[src/rtl/ex_mem_pipe_if.sv]
// Data-memory bus between the EX/MEM pipeline register and the data cache.
// The pipeline register drives requests (master); the cache answers with dhit/dmemload (slave).
interface ex_mem_pipe_if #(
   parameter int unsigned WORD_W = 32
);
   logic              dmemREN;
   logic              dmemWEN;
   logic [WORD_W-1:0] dmemaddr;
   logic [WORD_W-1:0] dmemstore;
   logic              dhit;
   logic [WORD_W-1:0] dmemload;

   modport master (
      output dmemREN,
      output dmemWEN,
      output dmemaddr,
      output dmemstore,
      input  dhit,
      input  dmemload
   );

   modport slave (
      input  dmemREN,
      input  dmemWEN,
      input  dmemaddr,
      input  dmemstore,
      output dhit,
      output dmemload
   );
endinterface

[src/rtl/ex_mem_pipe.sv]
// EX/MEM pipeline register with a one-shot data-memory handshake FSM for the 5-stage MIPS core.
// Optional feature: define EXMEM_STALLCNT_EN to add the 32-bit stallcnt output.
module ex_mem_pipe #(
   parameter int unsigned WORD_W = 32,
   parameter int unsigned REG_W  = 5
) (
   input  logic              CLK,
   input  logic              nRST,
   input  logic              W,
   input  logic              flush,
   input  logic              exDRE,
   input  logic              exDWE,
   input  logic              exHALT,
   input  logic              exMemToReg,
   input  logic              exWEN,
   input  logic              exJALflag,
   input  logic [REG_W-1:0]  exwsel,
   input  logic [WORD_W-1:0] exALUout,
   input  logic [WORD_W-1:0] exrdat2,
   input  logic [WORD_W-1:0] exiaddr,
   ex_mem_pipe_if.master     dmem,
   output logic              memstall,
   output logic              memHALT,
   output logic              memMemToReg,
   output logic              memWEN,
   output logic              memJALflag,
   output logic [REG_W-1:0]  memwsel,
   output logic [WORD_W-1:0] memALUout,
   output logic [WORD_W-1:0] memrdat2,
   output logic [WORD_W-1:0] memiaddr,
   output logic [WORD_W-1:0] memdload
`ifdef EXMEM_STALLCNT_EN
   ,
   output logic [31:0]       stallcnt
`endif
);

   typedef enum logic [1:0] {
      IDLE   = 2'd0,
      ACCESS = 2'd1,
      DONE   = 2'd2
   } state_t;

   state_t            r_state;
   logic              r_dmemREN;
   logic              r_dmemWEN;
   logic              r_memstall;
   logic              r_memHALT;
   logic              r_memMemToReg;
   logic              r_memWEN;
   logic              r_memJALflag;
   logic [REG_W-1:0]  r_memwsel;
   logic [WORD_W-1:0] r_memALUout;
   logic [WORD_W-1:0] r_memrdat2;
   logic [WORD_W-1:0] r_memiaddr;
   logic [WORD_W-1:0] r_memdload;

   logic w_load;
   logic w_ctl_en;
   logic w_req_en;
   logic w_dre;
   logic w_dwe;
   logic w_wen;
   logic w_req;

   // flush squashes control; a latched halt additionally kills writes and memory requests.
   always_comb begin
      w_load   = W & ~r_memstall;
      w_ctl_en = ~flush;
      w_req_en = ~flush & ~r_memHALT;
      w_dwe    = w_req_en & exDWE;
      w_dre    = w_req_en & exDRE & ~exDWE;
      w_wen    = w_req_en & exWEN;
      w_req    = w_dre | w_dwe;
   end

   // Handshake FSM: requests and memstall are registered so they drop asynchronously on reset.
   always_ff @(posedge CLK or negedge nRST) begin
      if (!nRST) begin
         r_state    <= IDLE;
         r_dmemREN  <= 1'b0;
         r_dmemWEN  <= 1'b0;
         r_memstall <= 1'b0;
         r_memdload <= '0;
      end else begin
         case (r_state)
            IDLE, DONE: begin
               if (w_load) begin
                  if (w_req) begin
                     r_state    <= ACCESS;
                     r_dmemREN  <= w_dre;
                     r_dmemWEN  <= w_dwe;
                     r_memstall <= 1'b1;
                  end else begin
                     r_state <= IDLE;
                  end
               end
            end
            ACCESS: begin
               if (dmem.dhit) begin
                  r_state    <= DONE;
                  r_dmemREN  <= 1'b0;
                  r_dmemWEN  <= 1'b0;
                  r_memstall <= 1'b0;
                  if (r_dmemREN) begin
                     r_memdload <= dmem.dmemload;
                  end
               end
            end
            default: begin
               r_state    <= IDLE;
               r_dmemREN  <= 1'b0;
               r_dmemWEN  <= 1'b0;
               r_memstall <= 1'b0;
            end
         endcase
      end
   end

   always_ff @(posedge CLK or negedge nRST) begin
      if (!nRST) begin
         r_memHALT     <= 1'b0;
         r_memMemToReg <= 1'b0;
         r_memWEN      <= 1'b0;
         r_memJALflag  <= 1'b0;
         r_memwsel     <= '0;
         r_memALUout   <= '0;
         r_memrdat2    <= '0;
         r_memiaddr    <= '0;
      end else if (w_load) begin
         r_memHALT     <= r_memHALT | (w_ctl_en & exHALT);
         r_memMemToReg <= w_ctl_en & exMemToReg;
         r_memWEN      <= w_wen;
         r_memJALflag  <= w_ctl_en & exJALflag;
         r_memwsel     <= exwsel;
         r_memALUout   <= exALUout;
         r_memrdat2    <= exrdat2;
         r_memiaddr    <= exiaddr;
      end
   end

`ifdef EXMEM_STALLCNT_EN
   logic [31:0] r_stallcnt;

   always_ff @(posedge CLK or negedge nRST) begin
      if (!nRST) begin
         r_stallcnt <= '0;
      end else if (r_memstall && !r_memHALT) begin
         r_stallcnt <= r_stallcnt + 32'd1;
      end
   end

   assign stallcnt = r_stallcnt;
`endif

   assign dmem.dmemREN   = r_dmemREN;
   assign dmem.dmemWEN   = r_dmemWEN;
   assign dmem.dmemaddr  = r_memALUout;
   assign dmem.dmemstore = r_memrdat2;

   assign memstall    = r_memstall;
   assign memHALT     = r_memHALT;
   assign memMemToReg = r_memMemToReg;
   assign memWEN      = r_memWEN;
   assign memJALflag  = r_memJALflag;
   assign memwsel     = r_memwsel;
   assign memALUout   = r_memALUout;
   assign memrdat2    = r_memrdat2;
   assign memiaddr    = r_memiaddr;
   assign memdload    = r_memdload;

   a_one_request : assert property (@(posedge CLK) disable iff (!nRST)
      !(r_dmemREN && r_dmemWEN));

   a_halt_sticky : assert property (@(posedge CLK) disable iff (!nRST)
      r_memHALT |=> r_memHALT);

endmodule

[src/flat_wrapper.sv]
// flat-port wrapper written by rule: the top's interface ports become plain ports
module ex_mem_pipe_flat 
#(
   parameter int unsigned WORD_W = 32,
   parameter int unsigned REG_W  = 5
)
  (CLK, nRST, W, flush, exDRE, exDWE, exHALT, exMemToReg, exWEN, exJALflag, exwsel, exALUout, exrdat2, exiaddr, memstall, memHALT, memMemToReg, memWEN, memJALflag, memwsel, memALUout, memrdat2, memiaddr, memdload, dmem_dmemREN, dmem_dmemWEN, dmem_dmemaddr, dmem_dmemstore, dmem_dhit, dmem_dmemload);
  ex_mem_pipe_if #(.WORD_W(WORD_W)) dmem_i ();
  input  logic CLK;
  input  logic nRST;
  input  logic W;
  input  logic flush;
  input  logic exDRE;
  input  logic exDWE;
  input  logic exHALT;
  input  logic exMemToReg;
  input  logic exWEN;
  input  logic exJALflag;
  input  logic [REG_W-1:0] exwsel;
  input  logic [WORD_W-1:0] exALUout;
  input  logic [WORD_W-1:0] exrdat2;
  input  logic [WORD_W-1:0] exiaddr;
  output logic memstall;
  output logic memHALT;
  output logic memMemToReg;
  output logic memWEN;
  output logic memJALflag;
  output logic [REG_W-1:0] memwsel;
  output logic [WORD_W-1:0] memALUout;
  output logic [WORD_W-1:0] memrdat2;
  output logic [WORD_W-1:0] memiaddr;
  output logic [WORD_W-1:0] memdload;
  output wire logic [$bits(dmem_i.dmemREN)-1:0] dmem_dmemREN;
  output wire logic [$bits(dmem_i.dmemWEN)-1:0] dmem_dmemWEN;
  output wire logic [$bits(dmem_i.dmemaddr)-1:0] dmem_dmemaddr;
  output wire logic [$bits(dmem_i.dmemstore)-1:0] dmem_dmemstore;
  input wire logic [$bits(dmem_i.dhit)-1:0] dmem_dhit;
  input wire logic [$bits(dmem_i.dmemload)-1:0] dmem_dmemload;
  assign dmem_dmemREN = dmem_i.dmemREN;
  assign dmem_dmemWEN = dmem_i.dmemWEN;
  assign dmem_dmemaddr = dmem_i.dmemaddr;
  assign dmem_dmemstore = dmem_i.dmemstore;
  assign dmem_i.dhit = dmem_dhit;
  assign dmem_i.dmemload = dmem_dmemload;
  ex_mem_pipe #(.WORD_W(WORD_W), .REG_W(REG_W)) u_core (.CLK(CLK), .nRST(nRST), .W(W), .flush(flush), .exDRE(exDRE), .exDWE(exDWE), .exHALT(exHALT), .exMemToReg(exMemToReg), .exWEN(exWEN), .exJALflag(exJALflag), .exwsel(exwsel), .exALUout(exALUout), .exrdat2(exrdat2), .exiaddr(exiaddr), .dmem(dmem_i), .memstall(memstall), .memHALT(memHALT), .memMemToReg(memMemToReg), .memWEN(memWEN), .memJALflag(memJALflag), .memwsel(memwsel), .memALUout(memALUout), .memrdat2(memrdat2), .memiaddr(memiaddr), .memdload(memdload));
endmodule
[config.mk]
export PLATFORM = sky130hd
export DESIGN_NAME = ex_mem_pipe_flat
export DESIGN_NICKNAME = d
export VERILOG_FILES = /design/src/rtl/ex_mem_pipe_if.sv /design/src/rtl/ex_mem_pipe.sv /design/src/flat_wrapper.sv
export SDC_FILE = /design/constraint.sdc
export NUM_CORES = 1
export LEC_CHECK = 0
export ABC_AREA = 1
export CAP_MARGIN = 20
export CORE_ASPECT_RATIO = 0.8
export CORE_MARGIN = 5
export CORE_UTILIZATION = 41
export DETAILED_ROUTE_END_ITERATION = 8
export MAX_ROUTING_LAYER = met4
export PLACE_DENSITY = 0.85
export SLEW_MARGIN = 20
export SYNTH_ARGS = -nofsm -noshare
export SYNTH_HDL_FRONTEND = slang
export SYNTH_SLANG_ARGS = --single-unit
[constraint.sdc]
create_clock -name CLK -period 2.9 [get_ports CLK]
set_input_delay 0.58 -clock CLK [delete_from_list [all_inputs] [get_ports CLK]]
set_output_delay 0.58 -clock CLK [all_outputs]
set_load 0.1 [all_outputs]
==> Word-level counts from Yosys, hierarchy flattened <==
Cells that the tools add are included.
{ "word_totals": {"output_inout_bits": 204, "inputBits": 144, "reg_bits": 142, "elab_cells": 52} }
{ "classes": {"n_bitwise": 15, "muxes": 14, "n_eq_ne": 5, "n_reduce_logical": 5} }
{ "ops": {"columns": ["op", "count"], "rows": [
  ["1-bit AND", 9],
  ["1-bit two-way mux", 8],
  ["1-bit one-hot mux with 2 select lines", 3],
  ["3-bit AND reduction", 2],
  ["2-bit two-way mux", 2],
  ["2-bit by 1-bit inequality test with 1-bit output (second input constant)", 2],
  ["1-bit NOT", 4],
  ["2-bit one-hot mux with 2 select lines", 1],
  ["2-bit by 1-bit == test with 1-bit output (second input constant)", 1],
  ["2-bit == test (second input constant)", 1],
  ["2-bit zero test", 1],
  ["2-bit inequality test (second input constant)", 1],
  ["1-bit bitwise OR", 2],
  ["2-bit AND reduction", 1],
  ["2-bit OR reduction", 1]
]} }

==> Depth between registers and ports, before layout <==
Gate-level depths: netlist of run 1.
{ "logic_depth": {"word_depth": 8, "ltp_mapped": 9, "mapped_depth_nobuf": 8} }

==> Worst setup path before layout of run 1 <==
No wires, ideal clock.
{ "synth_path": {"kind": "reg-to-output", "startpoint": "reg u_core.r_memALUout[0], in the netlist u_core.dmem.dmemaddr[0]", "endpoint": "out memALUout[0]", "arrival_ps": 1340, "slack_ps": 980, "t_required_ps": 2320, "path_stages_with_launch": 2, "path_buffers": 1, "cell_sequence": "dfrtp_1 buf_4"} }
{ "synth_lines": {"columns": ["item", "line_no", "source"], "rows": [
  ["from (decl)", "ex_mem_pipe.sv:53", "logic [WORD_W-1:0] r_memALUout;"],
  ["from (signal assigned)", "ex_mem_pipe.sv:136", "r_memALUout <= exALUout;"],
  ["to (decl)", "flat_wrapper.sv:29", "output logic [WORD_W-1:0] memALUout;"]
]} }
No word-level cell between the ends.

==> Worst setup path after layout of run 1 <==
{ "layout_path": {"startpoint": "in W", "endpoint": "reg u_core.r_memwsel[4], in the netlist u_core.memwsel[4]"} }
{ "layout_between": {"elab_chain_cells": 1} }
{ "layout_lines": {"columns": ["item", "line_no", "source"], "rows": [
  ["from (decl)", "flat_wrapper.sv:11", "input logic W;"],
  ["1-bit AND", "ex_mem_pipe.sv:68", "w_load = W & ~r_memstall;"],
  ["to (signal assigned)", "ex_mem_pipe.sv:135", "r_memwsel <= exwsel;"],
  ["to (decl)", "ex_mem_pipe.sv:52", "logic [REG_W-1:0] r_memwsel;"]
]} }
Every way passes these cells.
A chain may end at the register's enable or synchronous reset.

==> results of run 1 <==
[per-stage QoR]
stage	setup WS (ns)	hold slack, ns	cells	utilization (%)	area, µm²
2_1_floorplan	0.980	0.284	675	-	6080
3_3_place_gp	0.690	0.465	1121	60.5	8700
3_5_place_dp	0.646	0.467	1121	60.5	8700
4_1_cts	1.07	0.110	1152	64.6	9300
5_1_grt	0.932	0.125	1152	64.6	9300
6_report	1.04	0.101	1152	64.6	9300
[routing by layer]
| layer | share of wire [%] | GRT usage (%) | routed length, µm | vias up |
|---|---|---|---|---|
| met5 | 0 | - | 0 | - |
| met4 | 2.1 | 6.82 | 387 | 0 |
| met3 | 8.0 | 7.40 | 1490 | 28 |
| met2 | 50 | 35.5 | 9200 | 206 |
| met1 | 40 | 25.1 | 7440 | 2438 |
| li1 | - | - | - | 2530 |
[kinds of logic (layout without fill, tap and decap cells)]
logic type,Yosys count,in the layout,synth area share (%)
AOI/OAI and AO/OA,38,38,5.16
and+or+nand+nor,362,362,22.8
DFF,142,142,58.4
buffers and inverters,133,426,13.6
[area by class of cell]
| type | instances | area, µm² |
|---|---|---|
| inverters | 40 | 150 |
| multi-input cells | 400 | 1710 |
| well taps | 184 | 230 |
| fillers | 1137 | 5090 |
| repair buffers | 355 | 3060 |
| flip-flops and latches | 142 | 3550 |
| clock inverters | 10 | 139 |
| clock buffers | 21 | 460 |
[critical path, stage by stage]
cell and delay (ns):
clkdlybuf4s50_1 0.53, nand2_4 0.21, inv_2 0.26, buf_12 0.34, nand2_1 0.12, nand2_1 0.08
[synthesized netlist by cell type]
library cell | instances | area, µm²
buf_4 | 68 | 510
buf_2 | 16 | 80.1
nand2_1 | 354 | 1330
nand3_1 | 2 | 10.0
nand4_1 | 2 | 12.5
inv_1 | 39 | 146
dfrtp_1 | 142 | 3550
clkbuf_1 | 2 | 7.51
nand3_4 | 1 | 17.5
o21ai_2 | 32 | 280
nor2_4 | 1 | 11.3
nor2_1 | 2 | 7.51
inv_2 | 1 | 3.75
a31o_2 | 1 | 8.76
o21ai_0 | 5 | 25.0
buf_6 | 7 | 78.8
[worst min path at each step]
stage / end / slack [ns] / start / cells past startpoint
6_report: u_core.memiaddr[7]$_DFFE_PN0P_ / 0.10 / nRST / 1
5_1_grt: u_core.memiaddr[7]$_DFFE_PN0P_ / 0.12 / nRST / 1
4_1_cts: u_core.memiaddr[22]$_DFFE_PN0P_ / 0.11 / nRST / 1
3_5_place_dp: u_core.memiaddr[13]$_DFFE_PN0P_ / 0.47 / u_core.memiaddr[13]$_DFFE_PN0P_ / 2
3_3_place_gp: u_core.memiaddr[15]$_DFFE_PN0P_ / 0.46 / u_core.memiaddr[15]$_DFFE_PN0P_ / 2
2_1_floorplan: u_core.dmem.dmemREN$_DFFE_PN0P_ / 0.28 / nRST / 0
[registers in the layout, summed over array words and instances (netlist names)]
register and count:
u_core.memJALflag 1, u_core.memHALT 1, u_core.dmem.dmemstore 32, u_core.dmem.dmemREN 1, u_core.memWEN 1, u_core.dmem.dmemaddr 32
u_core.memiaddr 32, u_core.memMemToReg 1, u_core.memdload 32, u_core.dmem.dmemWEN 1, u_core.memstall 1, u_core.memwsel 5
u_core.r_state 2
==> impl_metrics.toml, run 1 <==
[final_layout]
final_net_count = 1100
syn_to_final_growth_pct = 53.0
insertedDiodeCount = 0
layout_common_cells = "353 x nand2_1, 209 x buf_4, 142 x clkdlybuf4s50_1, 142 x dfrtp_1, 38 x inv_1"
drive_gt1_share_pct = 28.9
layout_commonest_cell = "nand2_1"

[global_routing]
grt_overflow = 0
grt_max_degree = 92
grt_pass1_vias = 5316
grt_pass1_wl_mm = 29.0
grt_use_total_pct = 21.6
antenna_found_initial = 0

[timing]
fmax_mhz = 538
rsz0062_at_grt = "no"
fin_crit_ns = 1.86
maxSlewHeadroom_pct = 64.3
maxSlewViolCount = 0
hold_viol = 0
post-route-period-util_pct = 64.2
worstMarginPinSlew_ns = 0.535
skew_ns = 0.0117
setup_viol = 0
fin_setup_tns_ns = 0

[floorplanning]
fp.dieH_um = 119
core_area_um2 = 14400
fp-row-count = 39
ios = 348
die-area_um2 = 17400
fp.dieW_um = 146
initial_core_util_pct = 42.3

[cts]
clkTransAtPathRegs_ns = 0.06
numCtsBuffers = 17
postCtsHoldBufs = 0
htreeDepth = 4
clock_sinks = 142
postCtsSetupBuffers = 0
root_buffer = "clkbuf_16"
ctsResizeCount = 0
clock_path_buffers = 2
cts_tree = "built"
clk_latency_ns = 0.41

[job]
drv_cap = 0

[logic_synthesis]
syn_nets = 819
synth_area_per_cell_um2 = 9.01
ys_types = 16
postSynthCellCount = 675
yosysWarnings = 0
netlist_area_um2 = 6080
synth-seq-cells = 142
ys_seq_area_share_pct = 58.4

[run_status]
status = "completed"

[routing]
routed_via_density = 4.52
finalWirelength_mm = 18.5
antenna_left = 0
routedWlPerCell_um = 16.1
drtPass1Iterations = 4
vias = 5202
drcViolationCount = 0
drt_iter0_drc = 318

[setup_path]
reg2reg_from = "u_core.memstall$_DFFE_PN0P_"
ff2ff_path_depth = 6
arrival_ns = 2.21
cp-endpoint = "u_core.memwsel[4]$_DFFE_PN0P_"
r2r_end = "u_core.memwsel[4]$_DFFE_PN0P_"
end_kind = "register"
regToRegSetupSlack_ns = 1.26
path_class = "in2reg"
path_max_fanout = 91
startpoint = "W"
worst_ep_required_time_ns = 3.25
start_kind = "input pin"

[placement]
io_buffers = 347
gp_routability_congestion = 0.848
dpl.hpwl_mm = 14.0

[min_path]
hold_class = "in2async"
Power of run 1 is left out: the tool's default activity adds up to more than one toggle a clock period on the data nets, which glitch-free logic cannot reach.
==> inputs of run 2 (changes only) <==
--- a/config.mk
+++ b/config.mk
@@ -9,10 +9,10 @@
 export CAP_MARGIN = 20
 export CORE_ASPECT_RATIO = 0.8
 export CORE_MARGIN = 5
-export CORE_UTILIZATION = 41
+export CORE_UTILIZATION = 38
 export DETAILED_ROUTE_END_ITERATION = 8
 export MAX_ROUTING_LAYER = met4
-export PLACE_DENSITY = 0.85
+export PLACE_DENSITY = 0.8
 export SLEW_MARGIN = 20
 export SYNTH_ARGS = -nofsm -noshare
 export SYNTH_HDL_FRONTEND = slang
==> constraint.sdc (replaced) <==
create_clock -name CLK -period 1.9 [get_ports CLK]
set_input_delay 0.38 -clock CLK [delete_from_list [all_inputs] [get_ports CLK]]
set_output_delay 0.38 -clock CLK [all_outputs]
set_load 0.1 [all_outputs]
==> impl_metrics.toml, run 2 (synthesis gave the netlist of run 1 again) <==
[global_routing]
antenna_found_initial = 1
grt_overflow = 0
grt_pass1_vias = 5584
grt_use_total_pct = 22.3
grt_pass1_wl_mm = 30.6
grt_max_degree = 48

[final_layout]
layout_commonest_cell = "nand2_1"
layout_common_cells = "353 x nand2_1, 143 x buf_12, 142 x clkdlybuf4s50_1, 142 x dfrtp_1, 75 x buf_4"
syn_to_final_growth_pct = 82.9
drive_gt1_share_pct = 29.5
final_net_count = 1107

[timing]
setup_viol = 0
fin_crit_ns = 1.55
fmax_mhz = 645
post-route-period-util_pct = 81.6
fin_setup_tns_ns = 0
maxSlewHeadroom_pct = 67.2
maxSlewViolCount = 0
skew_ns = 0.00701
worstMarginPinSlew_ns = 0.492
rsz0062_at_grt = "no"
hold_viol = 0

[routing]
vias = 5349
drcViolationCount = 0
antenna_left = 0
routedWlPerCell_um = 17.1
drt_iter0_drc = 274
finalWirelength_mm = 20.4
drtPass1Iterations = 5
routed_via_density = 4.49

[floorplanning]
ios = 348
fp.dieW_um = 151
fp-row-count = 41
fp.dieH_um = 123
core_area_um2 = 15700
die-area_um2 = 18700
initial_core_util_pct = 38.6

[placement]
io_buffers = 347
gp_routability_congestion = 0.826
dpl.hpwl_mm = 16.1

[job]
drv_cap = 0

[cts]
clk_latency_ns = 0.41
numCtsBuffers = 17
htreeDepth = 4
clkTransAtPathRegs_ns = 0.06
clock_path_buffers = 2
root_buffer = "clkbuf_16"
cts_tree = "built"
clock_sinks = 142

[run_status]
status = "completed"

[setup_path]
start_kind = "register"
worst_ep_required_time_ns = 1.52
crit_family = "flip-flops"
max_stage_delay_ns = 0.53
path_class = "reg2out"
arrival_ns = 1.17
path_max_fanout = 3
end_kind = "output port"
cp_slowest_cell = "dfrtp_1"
path_buf_inv = 1
path_cells = "buf_12"

[min_path]
hold_class = "in2async"
[run 2: cell count changes in the layout (fill, tap and decap cells not counted), sizes merged]
cell / previous run / this run
buf: 213 / 219
inv: 40 / 45
bufinv: 3 / 1
clkbuf: 21 / 19
diode: 0 / 1
dlygate4sd3: 0 / 1
[run 2: through the flow]
step / hold WS [ns] / setup slack [ns] / std cells / util (%) / cell area, µm²
detailed placement: 0.350 / 0.130 / 1158 / 66.9 / 10500
CTS: 0.467 / 0.334 / 1191 / 70.6 / 11100
global placement: 0.344 / 0.218 / 1158 / 66.9 / 10500
finish: 0.461 / 0.349 / 1192 / 70.6 / 11100
floorplan: 0.0844 / 0.180 / 675 / - / 6080
global route: 0.491 / 0.323 / 1192 / 70.6 / 11100
[run 2: metal layers]
metal / GRT usage [%] / routed length, µm
met3: 7.70 / 2000
met4: 6.68 / 379
met5: - / 0
met1: 24.6 / 7270
met2: 38.5 / 10800
[run 2: final timing paths]
| path | startpoint | end | slack [ns] | depth (start not counted) |
|---|---|---|---|---|
| worst max-delay path | u_core.dmem.dmemstore[30]$_DFFE_PN0P_ | dmem_dmemstore[30] | 0.35 | 1 |
| worst min-delay path | nRST | u_core.memiaddr[16]$_DFFE_PN0P_ | 0.46 | 2 |
| worst max register to register | u_core.memstall$_DFFE_PN0P_ | u_core.dmem.dmemaddr[11]$_DFFE_PN0P_ | 0.39 | 5 |
| worst min register to register | u_core.memiaddr[6]$_DFFE_PN0P_ | u_core.memiaddr[6]$_DFFE_PN0P_ | 0.48 | 2 |
| max in group asynchronous | nRST | u_core.dmem.dmemaddr[18]$_DFFE_PN0P_ | 0.85 | 3 |
| min in group CLK | u_core.memiaddr[6]$_DFFE_PN0P_ | u_core.memiaddr[6]$_DFFE_PN0P_ | 0.48 | 2 |
[run 2: area by class of cell]
| type | count | area (µm²) |
|---|---|---|
| Timing Repair Buffer | 362 | 4870 |
| Fill cell | 1031 | 4620 |
| Sequential cell | 142 | 3550 |
| Multi-Input combinational cell | 400 | 1710 |
| Clock buffer | 19 | 443 |
| Tap cell | 215 | 269 |
| Inverter | 40 | 150 |
| Clock inverter | 13 | 130 |
| Antenna cell | 1 | 2.50 |
[run 2: timing repair]
| action | 4_1_cts | 5_1_grt |
|---|---|---|
| gates resized for setup | 0 | 0 |
| setup buffers | 0 | 0 |
| hold buffers | 1 | 0 |
| endpoints found under the hold margin | 41 | 0 |
Power of run 2 is left out for the same reason.
